[src/rtl/store_buffer.sv]
// Post-commit store buffer: stores enter uncommitted, are retired in order by
// commit_i, and drain one at a time to the dcache, which holds the head entry until cache_done_i.
module store_buffer #(
  parameter int DEPTH = 8
) (
  input  logic        cpu_clock_i,
  input  logic        cpu_reset_ni,
  input  logic        enq_valid_i,
  input  logic [29:0] enq_address_i,
  input  logic [31:0] enq_data_i,
  input  logic [3:0]  enq_bm_i,
  output logic        enq_ready_o,
  input  logic        commit_i,
  input  logic        flush_i,
  output logic        store_valid_o,
  output logic [29:0] store_address_o,
  output logic [31:0] store_data_o,
  output logic [3:0]  store_bm_o,
  input  logic        cache_done_i,
  input  logic [29:0] ld_check_address_i,
  output logic        ld_conflict_o,
  output logic        empty_o
);

  localparam int IW = $clog2(DEPTH);
  localparam int PW = IW + 1;

  logic [PW-1:0] head_q, head_d;
  logic [PW-1:0] cmt_q, cmt_d;
  logic [PW-1:0] tail_q, tail_d;

  logic [29:0] addr_mem [DEPTH];
  logic [31:0] data_mem [DEPTH];
  logic [3:0]  bm_mem   [DEPTH];

  logic [PW-1:0] count;
  logic [IW-1:0] offset;
  logic          full;
  logic          enq_fire;
  logic          drain;
  logic          do_commit;

  // Pointer update applies drain, commit, flush, enqueue as one step; every
  // decision looks only at the registered pointers so freed slots appear next cycle.
  always_comb begin
    count         = tail_q - head_q;
    full          = (count == PW'(DEPTH));
    enq_ready_o   = !full && !flush_i;
    store_valid_o = (head_q != cmt_q);
    empty_o       = (head_q == tail_q);
    enq_fire      = enq_valid_i && enq_ready_o;
    drain         = cache_done_i && store_valid_o;
    do_commit     = commit_i && (cmt_q != tail_q);

    head_d = head_q;
    cmt_d  = cmt_q;
    tail_d = tail_q;
    if (drain) begin
      head_d = head_q + PW'(1);
    end
    if (do_commit) begin
      cmt_d = cmt_q + PW'(1);
    end
    if (flush_i) begin
      tail_d = cmt_d;
    end else if (enq_fire) begin
      tail_d = tail_q + PW'(1);
    end
  end

  always_comb begin
    store_address_o = addr_mem[head_q[IW-1:0]];
    store_data_o    = data_mem[head_q[IW-1:0]];
    store_bm_o      = bm_mem[head_q[IW-1:0]];
  end

  // A slot is occupied when its distance from head is below the occupancy count.
  always_comb begin
    ld_conflict_o = 1'b0;
    offset        = '0;
    for (int i = 0; i < DEPTH; i++) begin
      offset = IW'(i) - head_q[IW-1:0];
      if (({1'b0, offset} < count) && (addr_mem[i] == ld_check_address_i)) begin
        ld_conflict_o = 1'b1;
      end
    end
  end

  always_ff @(posedge cpu_clock_i or negedge cpu_reset_ni) begin
    if (!cpu_reset_ni) begin
      head_q <= '0;
      cmt_q  <= '0;
      tail_q <= '0;
    end else begin
      head_q <= head_d;
      cmt_q  <= cmt_d;
      tail_q <= tail_d;
    end
  end

  always_ff @(posedge cpu_clock_i) begin
    if (enq_fire) begin
      addr_mem[tail_q[IW-1:0]] <= enq_address_i;
      data_mem[tail_q[IW-1:0]] <= enq_data_i;
      bm_mem[tail_q[IW-1:0]]   <= enq_bm_i;
    end
  end

endmodule

[config.mk]
export PLATFORM = sky130hd
export DESIGN_NAME = store_buffer
export DESIGN_NICKNAME = d
export VERILOG_FILES = /design/src/rtl/store_buffer.sv
export SDC_FILE = /design/constraint.sdc
export NUM_CORES = 1
export LEC_CHECK = 0
export CAP_MARGIN = 20
export CELL_PAD_IN_SITES_DETAIL_PLACEMENT = 2
export CELL_PAD_IN_SITES_GLOBAL_PLACEMENT = 2
export CORE_MARGIN = 3
export CORE_UTILIZATION = 35
export DETAILED_ROUTE_END_ITERATION = 12
export MAX_ROUTING_LAYER = met4
export PLACE_DENSITY = 0.71
export SLEW_MARGIN = 20
export SYNTH_ARGS = -nofsm -noshare
export SYNTH_HDL_FRONTEND = slang
export SYNTH_SLANG_ARGS = --single-unit
[constraint.sdc]
create_clock -name cpu_clock_i -period 9.9 [get_ports cpu_clock_i]
set_input_delay 1.98 -clock cpu_clock_i [delete_from_list [all_inputs] [get_ports cpu_clock_i]]
set_output_delay 1.98 -clock cpu_clock_i [all_outputs]
set_load 0.03 [all_outputs]
==> reports/metrics.yaml <==
worst_setup_path:
  cp_slowest_cell: "clkdlybuf4s50_1"
  path_class: "input port to primary output"
  r2r_slack_ns: 4.97
  end_kind: "primary output"
  cpPeakStageDelay_ns: 0.72
  r2r-end: "bm_mem[5][0]"
  cp_data_arrival_time_ns: 5.80
  crit_path_start_kind: "input port"
  worst-path-max-fanout: 8
  r2r_cells: 8
  crit_path_cell_trace: "clkdlybuf4s50_1, xor2_1, nor4_1, nand4_1, nor4_1, nor2_1, a2111oi_0, or4_1, clkdlybuf4s50_1"
  cp.required_ns: 7.92
  r2r_start: "head_q[2]"
global_routing:
  grt_pass1_vias: 14700
  grt_max_degree: 54
  grt_remaining_overflow: 0
  grt_usage_pct: 21.4
  grt_pass1_wl_um: 107000
  antenna_found_initial: 6
yosys:
  ys.warnings.count: 0
  synth.cell_area_um2: 23600
  yosys-top-cells-area: "edfxtp_1 (67%), mux4_2 (13%), xor2_1 (5.3%)"
  synth_top_area_share_pct: 67.1
  syn_avg_cell_area_um2: 17.0
  ys_types: 42
  synth_edf_count: 528
  async_flop_share_pct: 2.22
  ys_ff_latch: 540
  yosysTopAreaCell: "edfxtp_1"
  ys_seq_area_share_pct: 68.4
  synthFlopType: "edfxtp_1"
  syn-num-nets: 1501
  synth_cells: 1388
finish:
  final_common_cell: "edfxtp_1"
  drive_above_1_share_pct: 15.6
  final_cell_mix: "edfxtp_1 (528), nand2_1 (214), clkdlybuf4s50_1 (171), xor2_1 (143), mux4_2 (132)"
  synthToLayoutAreaGrowth_pct: 19.4
  nets: 1674
clock_network:
  root_buffer: "clkbuf_16"
  cts.sinks: 540
  cts_buffers: 59
  cts_setup_buffers: 0
  cts_tree: "yes"
  cts_hold_buffers: 0
  htreeDepth: 2
  post_cts_resized: 0
  clk_pin_slew_worst_paths_ns: 0.06
  clockBufferDepth: 3
  clk_latency_ns: 0.62
die:
  initial_core_util_pct: 35.6
  die_area_um2: 70600
  dieWidth_um: 266
  row_count: 94
  coreArea_um2: 66300
  io_pins: 172
  die_h_um: 266
power:
  power_density_nw_per_um2: 289
  ir_worst_vdd_mv: 0.164
  cellLeakagePower_nw: 9.18
drt:
  num_vias: 13200
  drt_first_pass_iters: 5
  wire_per_inst_um: 29.6
  first_iter_violations: 1291
  drt_wl_total_um: 73300
  drc: 0
  via_per_inst: 5.34
  detail-route-antenna-nets: 0
sta:
  fmax_ghz: 0.129
  worst_pin_slew_ns: 1.06
  setup_viol: 0
  finalClockSkew_ns: 0.0184
  finalSetupTns_ns: 0
  maxSlewHeadroom_pct: 29.2
  finalHoldViolCount: 0
  slew_violations: 0
  setup_ws_ns: 2.12
  rsz0062_at_grt: "no"
  min_period_over_period_pct: 78.6
  fin_crit_ns: 7.78
placement:
  gp_congestion: 0.895
  port_buffers: 171
  place_ws_ns: 2.08
  dpl.hpwl_um: 47700
worst_hold_path:
  min_to: "head_q[3]"
  worst_hold_startpoint: "head_q[3]"
  whs_path_depth: 1
  worstHoldPathType: "register to register"
outcome:
  status: "completed"
flow_run:
  maxCapViolCount: 0
-- critical path: cells and delay by family --
family | cells | cell delay, ns
AOI/OAI and AO/OA | 1 | 0.40
and+or+nand+nor | 5 | 1.71
buffers and inverters | 2 | 1.41
xor gates and xnor gates | 1 | 0.27
-- cell type report --
cell class	instances	area, um^2
sequential	540	16200
multi-input combinational	759	7120
antenna	5	12.5
fill	6276	38100
clock inverter	39	408
inverter	11	41.3
tap	864	1080
timing repair buffer	190	1850
clock buffer	71	1520
-- how the worst max path moves through the flow --
stage                      startpoint             end  slack, ns  cells after the start
3_3_place_gp   ld_check_address_i[20]   ld_conflict_o       2.13                      9
5_1_grt        ld_check_address_i[20]   ld_conflict_o       1.93                      9
3_5_place_dp   ld_check_address_i[20]   ld_conflict_o       2.08                      9
6_report       ld_check_address_i[20]   ld_conflict_o       2.12                      9
4_1_cts        ld_check_address_i[20]   ld_conflict_o       2.07                      9
2_1_floorplan               head_q[1]  addr_mem[1][0]       2.12                     11
-- synth_stat cells (2+ instances only) --
cell type / number
dfrtp_1: 12
buf_1: 11
nand3_1: 9
ha_1: 9
nand2_1: 214
xor2_1: 143
buf_2: 44
fa_1: 2
nand4_1: 34
and4_1: 2
nor3b_1: 2
o21ai_0: 5
inv_1: 11
mux4_2: 132
nor4_1: 43
nor2b_1: 3
nor2_1: 17
or3_1: 2
edfxtp_1: 528
xnor2_1: 117
nor3_1: 6
clkbuf_1: 22
-- registers in the layout, indices dropped and copies added, names as in the netlist --
signal and flops:
addr_mem 240, bm_mem 32, tail_q 4, data_mem 256, head_q 4, cmt_q 4
-- per-stage QoR --
stage | total power [mW] | util (%) | instances | hold WS, ns | area, um^2
after CTS | 8.27 | 42.5 | 2474 | 0.591 | 28200
after floorplan | 4.85 | - | 1388 | 0.501 | 23600
final | 8.15 | 42.5 | 2479 | 0.584 | 28200
after global routing | 8.54 | 42.5 | 2479 | 0.618 | 28200
after global placement | 5.96 | 39.6 | 2364 | 0.538 | 26300
after detailed placement | 6.03 | 39.6 | 2364 | 0.575 | 26300
-- cells by family (layout without fill, tap and decap cells) --
logic type / count (synthesis) / after routing / synth area share [%]
flops: 540 / 540 / 68.4
mux: 133 / 133 / 12.6
simple gates: 338 / 338 / 6.47
other cells: 0 / 5 / 0
buf+inv: 89 / 311 / 1.68
fa+ha+maj: 12 / 12 / 0.689
xor+xnor: 260 / 260 / 9.64
compound gates: 16 / 16 / 0.477
-- per-layer routing --
layer  vias to the layer above  track usage, %  part of all wire [%]
met5                         -               -                     0
met4                         0            5.19                   2.4
met3                       103            4.05                   6.3
met2                       404            35.1                    49
met1                      7072            27.7                    42
li1                       5650               -                     -
-- power breakdown --
part	leakage [nW]	switching, mW	internal (mW)
registers	4.91	0.215	2.74
logic	3.33	1.77	1.21
clock network	0.938	0.929	1.28
Power figures use the tool's default switching activity.
